**config.mk**
```make
export PLATFORM = sky130hd
export DESIGN_NAME = fe_power_seq_flat
export DESIGN_NICKNAME = d
export VERILOG_FILES = /design/src/rtl/fe_power_seq_if.sv /design/src/rtl/fe_power_seq.sv /design/src/flat_wrapper.sv
export SDC_FILE = /design/constraint.sdc
export NUM_CORES = 1
export LEC_CHECK = 0
export ABC_CLOCK_PERIOD_IN_PS = 3200
export CAP_MARGIN = 10
export CORE_MARGIN = 5
export CORE_UTILIZATION = 35
export CTS_CLUSTER_DIAMETER = 60
export DETAILED_ROUTE_END_ITERATION = 8
export GPL_TIMING_DRIVEN = 1
export SYNTH_ARGS = -nofsm -noshare
export SYNTH_HDL_FRONTEND = slang
export SYNTH_SLANG_ARGS = --single-unit
```
**constraint.sdc**
```tcl
create_clock -name clk -period 3.2 [get_ports clk]
set_input_delay 0.64 -clock clk [delete_from_list [all_inputs] [get_ports clk]]
set_output_delay 0.64 -clock clk [all_outputs]
set_load 0.05 [all_outputs]
```
**src/rtl/fe_power_seq_if.sv**
```systemverilog
`default_nettype none
// ============================================================================
// fe_power_seq_if : host-side request/status bundle for fe_power_seq
// Optional: FE_SEQ_OC_COUNT_EN adds the oc_count fault-event counters
// Rev 1.0
// ============================================================================
interface fe_power_seq_if;
  logic [7:0]  req_target;
  logic        req_valid;
  logic        req_ready;
  logic        suspend;
  logic        ci_overcurrent_n;
  logic        tps_overcurrent_n;
  logic        fault_clr;
  logic [7:0]  ctrl_out;
  logic        busy;
  logic        done;
  logic [1:0]  fault;
`ifdef FE_SEQ_OC_COUNT_EN
  logic [15:0] oc_count;
`endif

  modport master (
    output req_target, req_valid, suspend, ci_overcurrent_n, tps_overcurrent_n, fault_clr,
    input  req_ready, ctrl_out, busy, done, fault
`ifdef FE_SEQ_OC_COUNT_EN
    , input oc_count
`endif
  );

  modport slave (
    input  req_target, req_valid, suspend, ci_overcurrent_n, tps_overcurrent_n, fault_clr,
    output req_ready, ctrl_out, busy, done, fault
`ifdef FE_SEQ_OC_COUNT_EN
    , output oc_count
`endif
  );
endinterface
`default_nettype wire

```
**src/rtl/fe_power_seq.sv**
```systemverilog
`default_nettype none
// ============================================================================
// fe_power_seq : orders frontend power, reset and I2C-gate release on reset_ctrl
// Optional: FE_SEQ_OC_COUNT_EN adds oc_count (CI events [7:0], TPS events [15:8])
// Rev 1.0
// ============================================================================
module fe_power_seq #(
  parameter int PWR_SETTLE = 600000,
  parameter int RST_GAP    = 60000,
  parameter int OC_FILTER  = 16,
  parameter int CNT_W      = 20
) (
  input  logic          clk,
  input  logic          reset,
  fe_power_seq_if.slave bus
);
  typedef enum logic [2:0] {
    S_IDLE      = 3'd0,
    S_LOAD      = 3'd1,
    S_PWR_WAIT  = 3'd2,
    S_RST       = 3'd3,
    S_RST_WAIT  = 3'd4,
    S_GATE_WAIT = 3'd5,
    S_SUSP      = 3'd6
  } state_t;

  localparam int               OC_W     = $clog2(OC_FILTER + 1);
  localparam logic [CNT_W-1:0] PWR_LOAD = CNT_W'(PWR_SETTLE - 1);
  localparam logic [CNT_W-1:0] GAP_LOAD = CNT_W'(RST_GAP - 1);
  localparam logic [OC_W-1:0]  OC_MAX   = OC_W'(OC_FILTER);

  state_t           state_q, state_d;
  logic [7:0]       ctrl_q, ctrl_d;
  logic [7:0]       target_q, target_d;
  logic [CNT_W-1:0] cnt_q, cnt_d;
  logic [1:0]       fault_q, fault_d;
  logic             done_q, done_d;
  logic [1:0]       sync1_q, sync1_d, sync2_q, sync2_d;
  logic [OC_W-1:0]  ci_cnt_q, ci_cnt_d, tps_cnt_q, tps_cnt_d;

  logic [1:0] oc_hit;
  logic [7:0] eff;
  logic [7:0] rel_mask;
  logic [3:0] rel_lo;
  logic       req_ok;
  logic       step_now;
  logic       from_wait;

  // Index 0 is CI (power bit 6), index 1 is TPS (antenna bit 5).
  always_comb begin
    sync1_d   = {bus.tps_overcurrent_n, bus.ci_overcurrent_n};
    sync2_d   = sync1_q;
    ci_cnt_d  = sync2_q[0] ? '0 : ((ci_cnt_q == OC_MAX) ? ci_cnt_q : ci_cnt_q + OC_W'(1));
    tps_cnt_d = sync2_q[1] ? '0 : ((tps_cnt_q == OC_MAX) ? tps_cnt_q : tps_cnt_q + OC_W'(1));
    oc_hit    = {tps_cnt_d == OC_MAX, ci_cnt_d == OC_MAX};
    fault_d   = (bus.fault_clr ? 2'b00 : fault_q) | oc_hit;
  end

  assign eff      = target_q | {1'b0, fault_q[0], fault_q[1], 5'b0};
  assign rel_mask = ctrl_q & ~eff;
  assign rel_lo   = rel_mask[3:0] & (~rel_mask[3:0] + 4'd1);
  assign req_ok   = (state_q == S_IDLE) && !bus.suspend;

  always_comb begin
    state_d   = state_q;
    ctrl_d    = ctrl_q;
    target_d  = target_q;
    cnt_d     = cnt_q;
    done_d    = 1'b0;
    step_now  = 1'b0;
    from_wait = 1'b0;

    case (state_q)
      S_IDLE: begin
        if (bus.req_valid && req_ok) begin
          target_d = bus.req_target;
          state_d  = S_LOAD;
        end
      end
      S_LOAD: begin
        ctrl_d    = ctrl_q | eff;
        ctrl_d[4] = eff[4];
        state_d   = (|rel_mask[6:5]) ? S_PWR_WAIT : S_RST;
      end
      S_PWR_WAIT: begin
        // Power edge happens on the first wait cycle; the settle count starts there.
        if (|rel_mask[6:5]) begin
          ctrl_d[6:5] = ctrl_q[6:5] & eff[6:5];
          cnt_d       = PWR_LOAD;
        end else if (cnt_q == '0) begin
          step_now  = 1'b1;
          from_wait = 1'b1;
        end else begin
          cnt_d = cnt_q - CNT_W'(1);
        end
      end
      S_RST: step_now = 1'b1;
      S_RST_WAIT: begin
        if (cnt_q == '0) begin
          step_now  = 1'b1;
          from_wait = 1'b1;
        end else begin
          cnt_d = cnt_q - CNT_W'(1);
        end
      end
      S_GATE_WAIT: begin
        if (cnt_q == '0) begin
          ctrl_d[7] = 1'b0;
          done_d    = 1'b1;
          state_d   = S_IDLE;
        end else begin
          cnt_d = cnt_q - CNT_W'(1);
        end
      end
      S_SUSP: begin
        if (!bus.suspend) state_d = S_LOAD;
      end
      default: state_d = S_IDLE;
    endcase

    // Releases land on the cycle a gap expires, so spacing is exactly the gap length.
    if (step_now) begin
      if (|rel_mask[3:0]) begin
        ctrl_d[3:0] = ctrl_q[3:0] & ~rel_lo;
        cnt_d       = GAP_LOAD;
        state_d     = S_RST_WAIT;
      end else if (rel_mask[7] && from_wait) begin
        ctrl_d[7] = 1'b0;
        done_d    = 1'b1;
        state_d   = S_IDLE;
      end else if (rel_mask[7]) begin
        cnt_d   = GAP_LOAD;
        state_d = S_GATE_WAIT;
      end else begin
        done_d  = 1'b1;
        state_d = S_IDLE;
      end
    end

    if (bus.suspend) begin
      ctrl_d  = 8'hFF;
      state_d = S_SUSP;
      done_d  = 1'b0;
    end

    ctrl_d[6] = ctrl_d[6] | oc_hit[0];
    ctrl_d[5] = ctrl_d[5] | oc_hit[1];
  end

  always_ff @(posedge clk or posedge reset) begin
    if (reset) begin
      state_q   <= S_IDLE;
      ctrl_q    <= 8'hFF;
      target_q  <= 8'hFF;
      cnt_q     <= '0;
      fault_q   <= 2'b00;
      done_q    <= 1'b0;
      sync1_q   <= 2'b11;
      sync2_q   <= 2'b11;
      ci_cnt_q  <= '0;
      tps_cnt_q <= '0;
    end else begin
      state_q   <= state_d;
      ctrl_q    <= ctrl_d;
      target_q  <= target_d;
      cnt_q     <= cnt_d;
      fault_q   <= fault_d;
      done_q    <= done_d;
      sync1_q   <= sync1_d;
      sync2_q   <= sync2_d;
      ci_cnt_q  <= ci_cnt_d;
      tps_cnt_q <= tps_cnt_d;
    end
  end

  assign bus.req_ready = req_ok;
  assign bus.ctrl_out  = ctrl_q;
  assign bus.busy      = (state_q != S_IDLE);
  assign bus.done      = done_q;
  assign bus.fault     = fault_q;

`ifdef FE_SEQ_OC_COUNT_EN
  logic [15:0] oc_count_q, oc_count_d;
  logic [1:0]  fault_rise;

  assign fault_rise = fault_d & ~fault_q;

  always_comb begin
    oc_count_d = oc_count_q;
    if (fault_rise[0] && (oc_count_q[7:0] != 8'hFF))  oc_count_d[7:0]  = oc_count_q[7:0] + 8'd1;
    if (fault_rise[1] && (oc_count_q[15:8] != 8'hFF)) oc_count_d[15:8] = oc_count_q[15:8] + 8'd1;
  end

  always_ff @(posedge clk or posedge reset) begin
    if (reset) oc_count_q <= 16'h0000;
    else       oc_count_q <= oc_count_d;
  end

  assign bus.oc_count = oc_count_q;
`endif
endmodule
`default_nettype wire

```
**src/flat_wrapper.sv**
```systemverilog
// flat-port wrapper written by rule: the top's interface ports become plain ports
module fe_power_seq_flat 
#(
  parameter int PWR_SETTLE = 600000,
  parameter int RST_GAP    = 60000,
  parameter int OC_FILTER  = 16,
  parameter int CNT_W      = 20
)
  (clk, reset, bus_req_target, bus_req_valid, bus_suspend, bus_ci_overcurrent_n, bus_tps_overcurrent_n, bus_fault_clr, bus_req_ready, bus_ctrl_out, bus_busy, bus_done, bus_fault);
  fe_power_seq_if bus_i ();
  input  logic clk;
  input  logic reset;
  input wire logic [$bits(bus_i.req_target)-1:0] bus_req_target;
  input wire logic [$bits(bus_i.req_valid)-1:0] bus_req_valid;
  input wire logic [$bits(bus_i.suspend)-1:0] bus_suspend;
  input wire logic [$bits(bus_i.ci_overcurrent_n)-1:0] bus_ci_overcurrent_n;
  input wire logic [$bits(bus_i.tps_overcurrent_n)-1:0] bus_tps_overcurrent_n;
  input wire logic [$bits(bus_i.fault_clr)-1:0] bus_fault_clr;
  output wire logic [$bits(bus_i.req_ready)-1:0] bus_req_ready;
  output wire logic [$bits(bus_i.ctrl_out)-1:0] bus_ctrl_out;
  output wire logic [$bits(bus_i.busy)-1:0] bus_busy;
  output wire logic [$bits(bus_i.done)-1:0] bus_done;
  output wire logic [$bits(bus_i.fault)-1:0] bus_fault;
  assign bus_i.req_target = bus_req_target;
  assign bus_i.req_valid = bus_req_valid;
  assign bus_i.suspend = bus_suspend;
  assign bus_i.ci_overcurrent_n = bus_ci_overcurrent_n;
  assign bus_i.tps_overcurrent_n = bus_tps_overcurrent_n;
  assign bus_i.fault_clr = bus_fault_clr;
  assign bus_req_ready = bus_i.req_ready;
  assign bus_ctrl_out = bus_i.ctrl_out;
  assign bus_busy = bus_i.busy;
  assign bus_done = bus_i.done;
  assign bus_fault = bus_i.fault;
  fe_power_seq #(.PWR_SETTLE(PWR_SETTLE), .RST_GAP(RST_GAP), .OC_FILTER(OC_FILTER), .CNT_W(CNT_W)) u_core (.clk(clk), .reset(reset), .bus(bus_i));
endmodule
```
Word level (Yosys, flattened, before mapping)
Cells that the tools add are included.
{"block": "op_classes", "magnitude_cmp": 0, "n_reduce_logical": 14, "n_shift": 0, "div_mod_pow": 0, "bitwise": 12, "multipliers": 0, "n_eq_ne": 13, "add_sub_neg": 4, "mux": 42}
{"op": "2-to-1 mux 20 bit", "count": 6}
{"op": "case mux 20 bit (2 select lines)", "count": 1}
{"op": "2-to-1 mux 5 bit", "count": 5}
{"op": "2-to-1 mux 3 bit", "count": 7}
{"op": "equality test 5 bit (second input constant)", "count": 4}
{"op": "logical NOT 20 bit", "count": 1}
{"op": "subtractor 20 x 1 -> 20 bit (second input constant)", "count": 1}
{"op": "case mux 3 bit (5 select lines)", "count": 1}
{"op": "2-to-1 mux 1 bit", "count": 13}
{"op": "adder 5 x 1 -> 5 bit (second input constant)", "count": 2}
{"op": "equality test 3 bit (second input constant)", "count": 3}
{"op": "AND 4 bit", "count": 2}
{"op": "AND 8 bit", "count": 1}
{"op": "2-to-1 mux 4 bit", "count": 2}
{"op": "2-to-1 mux 8 bit", "count": 1}
{"op": "NOT 4 bit", "count": 2}
{"op": "NOT 8 bit", "count": 1}
{"op": "bitwise OR 8 x 7 -> 8 bit", "count": 1}
{"op": "bitwise OR 8 bit", "count": 1}
{"op": "equality test 3 x 2 -> 1 bit (second input constant)", "count": 2}
{"op": "adder 4 x 1 -> 4 bit (second input constant)", "count": 1}
{"op": "2-to-1 mux 2 bit", "count": 2}
{"op": "!= test 4 x 2 -> 1 bit (second input constant)", "count": 1}
{"op": "!= test 4 x 3 -> 1 bit (second input constant)", "count": 1}
{"op": "18 further kinds", "count": 23}
{"block": "word_totals", "memories": 0, "register_bits": 56, "in_bits": 15, "out_inout_bits": 13, "latchBits": 0, "elab_cells": 96, "romBits": 0, "ram_bits": 0}

Logic depth before layout (Yosys ltp)
Gate-level depths: netlist of the first run.
{"block": "logic_depth", "ltp_word": 12, "mapped_depth": 8, "ltp_nobuf": 7}

Least setup slack after synthesis of the first run
No wires, ideal clock.
{"block": "synth_path", "kind": "register to register", "startpoint": "reg u_core.state_q[2]", "endpoint": "reg u_core.target_q[0]", "arrival_ps": 2636, "setup_slack_ps": 481, "setup_time_ps": 82, "path_stages_with_launch": 6, "n_path_buf": 1, "period_less_slack_ps": 2719, "t_required_ps": 3118, "cell_sequence": "dfrtp_1 buf_2 or3_1 nor2_1 nand2_1 mux2_2"}
{"block": "synth_between", "elab_chain_cells": 4}
{"item": "from (decl)", "line": "fe_power_seq.sv:32", "rtl": "state_t state_q, state_d;"}
{"item": "from (signal assigned)", "line": "fe_power_seq.sv:163", "rtl": "state_q <= state_d;"}
{"item": "logical NOT 3 bit", "line": "fe_power_seq.sv:62", "rtl": "assign req_ok = (state_q == S_IDLE) && !bus.suspend;"}
{"item": "logical AND 1 bit", "line": "fe_power_seq.sv:62"}
{"item": "named net bus_req_ready", "line": "flat_wrapper.sv:19", "rtl": "output wire logic [$bits(bus_i.req_ready)-1:0] bus_req_ready;"}
{"item": "logical AND 1 bit", "line": "fe_power_seq.sv:75", "rtl": "if (bus.req_valid && req_ok) begin"}
{"item": "AND reduction 2 bit (no line)"}
{"item": "to (signal assigned)", "line": "fe_power_seq.sv:165", "rtl": "target_q <= target_d;"}
{"item": "to (decl)", "line": "fe_power_seq.sv:34", "rtl": "logic [7:0] target_q, target_d;"}
The timed path passes the listed nets, and every way through them passes these cells.
A chain may end at the register's enable or synchronous reset.

Final worst setup path of the first run
{"block": "layout_path", "startpoint": "reg u_core.state_q[2]", "endpoint": "out bus_busy"}
{"block": "layout_between", "elab_chain_cells": 1}
{"item": "nonzero test 3 bit", "line": "fe_power_seq.sv:178", "rtl": "assign bus.busy = (state_q != S_IDLE);"}
{"item": "to (decl)", "line": "flat_wrapper.sv:21", "rtl": "output wire logic [$bits(bus_i.busy)-1:0] bus_busy;"}
No other way between the ends.

==> impl_metrics.csv, run 1 <==
group,metric,value,unit
critical_path,cp-end-kind,"output port",
clock_tree,path_clk_slew,0.11,ns
timing,slew_violations,0,
synthesis,synth_seq_cells,56,
clock_tree,postCtsResizedCells,0,
global_routing,grt_pass1_wl,12200,um
hold_path,min_path_type,"flip-flop to flip-flop",
timing,setup_viol,0,
synthesis,syn-num-nets,327,
critical_path,critPathKind,"flip-flop to output port",
floorplanning,core,8720,um2
timing,min_period,2.65,ns
global_routing,antenna_found_initial,0,
power,p_per_area,658,nW/um2
detailed_routing,postRouteAntennaNets,0,
place,dp_hpwl,5120,um
synthesis,yosys.area.top_type,"dfrtp_1",
floorplanning,core.rowCount,34,
critical_path,worstPathArrival,2.01,ns
critical_path,reg2reg_from,"u_core.cnt_q[0]",
hold_path,worstHoldEndpoint,"u_core.sync2_q[1]",
global_routing,grt_max_degree,30,
clock_tree,cts-buffers-inserted,5,
synthesis,yosysUniqueCellTypes,67,
clock_tree,cts_root_buffer,"clkbuf_8",
timing,skew,0.0120,ns
synthesis,synthArstFlopShare,1.00,
synthesis,synth-edff-count,0,
place,place_ws,0.821,ns
hold_path,worstHoldStart,"u_core.sync1_q[1]",
synthesis,ys_seq_area_frac,0.455,
global_routing,grtUsageTotal,0.132,
layout,final_cell_mix,"dfrtp_1 (36), clkdlybuf4s50_1 (26), a21oi_1 (22)",
power,power_leakage,0.00133,uW
detailed_routing,drtIter0Drc,205,
layout,fin_nets,349,
timing,slew_headroom,0.551,
detailed_routing,avgRoutedWirePerCell,16.1,um
floorplanning,start_util,0.359,
critical_path,crit_fanout,15,
critical_path,r2r_end,"u_core.cnt_q[16]",
floorplanning,die_h,105,um
layout,final_common_cell,"dfrtp_1",
power,total_power,2370,uW
timing,fin_tns_setup,0,ns
synthesis,syn_inst,306,
clock_tree,ctsHtreeMaxLevel,2,
detailed_routing,via_per_inst,5.58,
timing,fmax,377,MHz
detailed_routing,drc,0,
place,dpl.cell_count,429,
synthesis,synth_area,3130,um2
clock_tree,cts_sinks,56,
detailed_routing,drt_pass1_iterations,4,
layout,area_growth,15.0,%
timing,setup_slack,0.545,ns
clock_tree,clkLatencyLatePin,0.31,ns
clock_tree,cts_setup_buffers,0,
hold_path,worstHoldPathCells,0,
clock_tree,tritoncts,"built",
place,port_buffers,27,
layout,antennaDiodeCount,0,
clock_tree,cts_buffer_depth,2,
synthesis,synth_warnings,0,
run_status,status,"completed",
floorplanning,die_w,105,um
detailed_routing,drt-total-wl,7030,um
global_routing,grt_overflow,0,
detailed_routing,vias,2439,
floorplanning,die_area,10900,um2
critical_path,rr_worst_depth,7,
timing,worst_pin_slew,0.672,ns
global_routing,grt_pass1_vias,2385,
flow_run,cap_violations,0,
power,vdd_drop_max,0.247,mV
timing,fin_crit_sh,0.830,
timing,rsz0062_at_grt,"no",
critical_path,start_kind,"flip-flop",
layout,drive_above_1_share,0.170,
timing,hold_violations,0,
floorplanning,ios,28,
critical_path,r2r_setup_slack,0.82,ns
synthesis,synth_flop_cell,"dfrtp_1",
synthesis,post-synth-top-area-fraction,0.287,
synthesis,synth_area_leaders,"dfrtp_1 (29%), dfstp_2 (17%), a21oi_1 (3.5%)",
clock_tree,cts_hold_buf,0,
synthesis,syn_area_per_cell,10.2,um2
place,gp_congestion,0.917,
layout,final_cell_count_no_fill,437,
critical_path,critPathRequiredTime,2.56,ns
-- flip-flops by register name (all words and copies together), names as in the netlist --
name,cells
u_core.bus.fault,2
u_core.cnt_q,20
u_core.tps_cnt_q,5
u_core.bus.ctrl_out,8
u_core.bus.done,1
u_core.state_q,3
u_core.ci_cnt_q,5
u_core.sync1_q,2
u_core.target_q,8
u_core.sync2_q,2
-- metrics by stage --
step / area (um2) / hold WS, ns / utilization
after floorplan: 3130 / 0.345 / -
after global placement: 3490 / 0.346 / 0.400
after detailed placement: 3490 / 0.348 / 0.400
after CTS: 3600 / 0.358 / 0.413
after global routing: 3600 / 0.352 / 0.413
final: 3600 / 0.349 / 0.413
-- how the worst max path moves through the flow --
| stage | startpoint | endpoint | slack, ns | cells past startpoint |
|---|---|---|---|---|
| final | u_core.state_q[2] | bus_busy | 0.55 | 2 |
| after global routing | u_core.state_q[1] | bus_busy | 0.46 | 2 |
| after CTS | u_core.state_q[1] | bus_busy | 0.53 | 2 |
| after detailed placement | bus_suspend | bus_req_ready | 0.82 | 3 |
| after global placement | bus_suspend | bus_req_ready | 0.82 | 3 |
| after floorplan | u_core.state_q[2] | u_core.target_q[0] | 0.48 | 5 |
-- worst max-delay path, cell delays in order (launching register included) --
cell and delay (ns):
dfrtp_1 0.58, or3_1 0.41, clkdlybuf4s50_1 0.71
-- report_power, final --
group / total [uW] / switching (uW) / internal (uW)
logic: 765 / 438 / 327
clock network: 480 / 244 / 236
registers: 1120 / 220 / 904
total: 2370 / 902 / 1470
-- cell type report --
class / count / area (um2)
Fill cell: 861 / 5120
Clock inverter: 3 / 46.3
Timing Repair Buffer: 28 / 288
Inverter: 14 / 52.6
Sequential cell: 56 / 1430
Tap cell: 108 / 135
Multi-Input combinational cell: 223 / 1590
Clock buffer: 5 / 68.8
-- cell families (layout without fill, tap and decap cells) --
logic type,count (synthesis),in the layout,share of synthesized area
mux,9,9,0.0319
simple gates,114,114,0.228
fa+ha+maj,6,6,0.0240
flops,56,56,0.455
xor+xnor,14,14,0.0391
compound gates,80,80,0.184
buf+inv,27,50,0.0387
-- synthesized netlist by cell type (all sizes together) (2+ instances only) --
cell,number
a21oi,22
a211oi,4
buf,10
nor4bb,2
nor3,8
clkbuf,3
o22ai,2
o31a,2
nor2b,14
nand3,15
o31ai,6
nand3b,3
xor2,6
nand2,16
and3,2
a2111oi,3
or3,4
dfstp,20
nor3b,5
nor4,6
o21ai,15
ha,6
nor2,16
nor4b,3
a31oi,4
o211ai,5
dfrtp,36
a41oi,2
nand2b,2
or3b,2
mux2,8
nand4,3
xnor2,8
and2,3
inv,14
or4,8
a211o,3
-- layer usage --
metal / wire (um) / vias to the layer above / GRT usage
met5: 0 / - / 0
met4: 95 / 0 / 0.0320
met3: 374 / 10 / 0.0327
met2: 3330 / 61 / 0.207
met1: 3230 / 1189 / 0.184
li1: - / 1179 / -
Power figures use the tool's default switching activity.
==> run 2, diff against run 1 <==
--- a/config.mk
+++ b/config.mk
@@ -5,7 +5,7 @@
 export SDC_FILE = /design/constraint.sdc
 export NUM_CORES = 1
 export LEC_CHECK = 0
-export ABC_CLOCK_PERIOD_IN_PS = 3200
+export ABC_CLOCK_PERIOD_IN_PS = 2400
 export CAP_MARGIN = 10
 export CORE_MARGIN = 5
 export CORE_UTILIZATION = 35
==> constraint.sdc (replaced) <==
create_clock -name clk -period 2.4 [get_ports clk]
set_input_delay 0.48 -clock clk [delete_from_list [all_inputs] [get_ports clk]]
set_output_delay 0.48 -clock clk [all_outputs]
set_load 0.05 [all_outputs]
==> run 2 against run 1 <==
- first-iteration DRC count is 22% higher
- sequential cell count is the same
- clock skew fell by 0.0012 ns
- hold slack gained 0.011 ns
- largest power group unchanged
- global-route usage increased by 0.29 points
- critical path depth increased by 4
- sequential share of layout area fell by 1.8 points
- routed wire length increased by 5.2%
- die area did not move
- highest routed layer unchanged
- clock-buffer cell count increased by 1
==> impl_metrics.csv, run 2 (synthesis results as in run 1) <==
group,metric,value,unit
floorplanning,die_w,105,um
critical_path,reg2reg_from,"u_core.cnt_q[0]",
clock_tree,cts_root_buffer,"clkbuf_8",
hold_path,min_path_type,"flip-flop to flip-flop",
detailed_routing,drt_pass1_iterations,4,
clock_tree,cts_sinks,56,
global_routing,grt_max_degree,24,
critical_path,worstPathArrival,2.46,ns
layout,final_cell_mix,"dfrtp_1 (36), clkdlybuf4s50_1 (25), a21oi_1 (22)",
detailed_routing,vias,2508,
detailed_routing,drtIter0Drc,250,
layout,fill_cells,842,
layout,area_growth,20.6,%
power,vdd_drop_max,0.384,mV
timing,whs,0.360,ns
critical_path,critPathRequiredTime,2.60,ns
floorplanning,die_h,105,um
critical_path,crit_fanout,9,
layout,largest_register_ffs,20,
critical_path,cp-end-kind,"flip-flop",
layout,drive_above_1_share,0.218,
critical_path,r2r_setup_slack,0.13,ns
clock_tree,cts_buffer_depth,2,
timing,slew_violations,0,
clock_tree,cts_setup_buffers,0,
timing,skew,0.0108,ns
clock_tree,path_clk_slew,0.10,ns
global_routing,grt_pass1_vias,2446,
layout,largest-register,"u_core.cnt_q",
run_status,status,"completed",
clock_tree,tritoncts,"built",
floorplanning,core.rowCount,34,
clock_tree,ctsHtreeMaxLevel,2,
place,port_buffers,27,
global_routing,grt_overflow,0,
timing,min_period,2.27,ns
critical_path,critPathKind,"flip-flop to flip-flop",
detailed_routing,avgRoutedWirePerCell,16.2,um
layout,final_common_cell,"dfrtp_1",
timing,fin_crit_sh,0.944,
critical_path,crit_family,"simple AND/OR/NAND/NOR gates",
timing,fin_tns_setup,0,ns
timing,worst_pin_slew,0.565,ns
timing,slew_headroom,0.622,
floorplanning,ios,28,
floorplanning,start_util,0.359,
critical_path,start_kind,"flip-flop",
clock_tree,clkLatencyLatePin,0.31,ns
flow_run,cap_violations,0,
critical_path,crit_end,"u_core.state_q[2]",
critical_path,worstPathCellList,"inv_1, ha_1, nor4b_1, and3_1, nand2_1, a311o_2",
power,power_leakage,0.00143,uW
timing,fmax,441,MHz
layout,antennaDiodeCount,0,
detailed_routing,drt-total-wl,7390,um
global_routing,grt_pass1_wl,12300,um
global_routing,grtUsageTotal,0.135,
place,gp_congestion,0.803,
layout,fin_nets,368,
power,p_per_area,863,nW/um2
detailed_routing,drc,0,
global_routing,antenna_found_initial,0,
clock_tree,cts-buffers-inserted,5,
place,dp_hpwl,5440,um
critical_path,rr_worst_depth,6,
critical_path,crit_slowest_cell,"dfrtp_1",
critical_path,worst-path-buf-inv,1,
detailed_routing,via_per_inst,5.50,
floorplanning,core,8720,um2
critical_path,max_stage_delay,0.44,ns
timing,setup_viol,0,
critical_path,r2r_end,"u_core.state_q[2]",
critical_path,worstSetupStartpoint,"u_core.cnt_q[0]",
layout,final_core_util,0.433,
detailed_routing,postRouteAntennaNets,0,
floorplanning,die_area,10900,um2
timing,hold_violations,0,
critical_path,crit_cells,6,
## run 2: metal layers
layer,wire [um],share of wire,vias up,track usage
met1,3450,0.47,1210,0.188
met2,3450,0.47,66,0.210
met3,425,0.057,7,0.0321
li1,-,-,1225,-
met4,73,0.0099,0,0.0365
met5,0,0,-,0
## run 2: area by class of cell
type / count / area [um2] / share of cell area
Clock buffer: 6 / 72.6 / 0.0192
Clock inverter: 2 / 38.8 / 0.0103
Inverter: 14 / 52.6 / 0.0139
Multi-Input combinational cell: 223 / 1600 / 0.423
Sequential cell: 56 / 1430 / 0.377
Tap cell: 108 / 135 / 0.0357
Timing Repair Buffer: 47 / 454 / 0.120
## run 2: stage by stage
step	cells	worst slack [ns]	area, um2	power [uW]
CTS	456	0.101	3770	3280
floorplan	306	0.205	3140	2260
global placement	448	0.234	3660	2630
detailed placement	448	0.189	3660	2640
global route	456	-0.0249	3780	3480
finish	456	0.134	3780	3260
## run 2: how the worst min path moves through the flow
stage,startpoint,end,cells past startpoint
global placement,u_core.sync1_q[0],u_core.sync2_q[0],0
floorplan,u_core.sync1_q[0],u_core.sync2_q[0],0
finish,u_core.sync1_q[0],u_core.sync2_q[0],0
global route,u_core.sync1_q[0],u_core.sync2_q[0],0
detailed placement,u_core.sync1_q[0],u_core.sync2_q[0],0
CTS,u_core.sync1_q[1],u_core.sync2_q[1],0
## run 2: what timing repair did
item	in CTS	in global routing
gates resized for setup	1	2
setup endpoints to repair	1	10
cloned	0	0
hold buffers	0	0
## run 2: power by group
| group | leakage, uW | internal, uW | switching (uW) | total (uW) |
|---|---|---|---|---|
| registers | 0.000645 | 1210 | 257 | 1460 |
| clock network | 0.0000558 | 316 | 315 | 631 |
| logic | 0.000732 | 517 | 652 | 1170 |
| total | 0.00143 | 2040 | 1220 | 3260 |
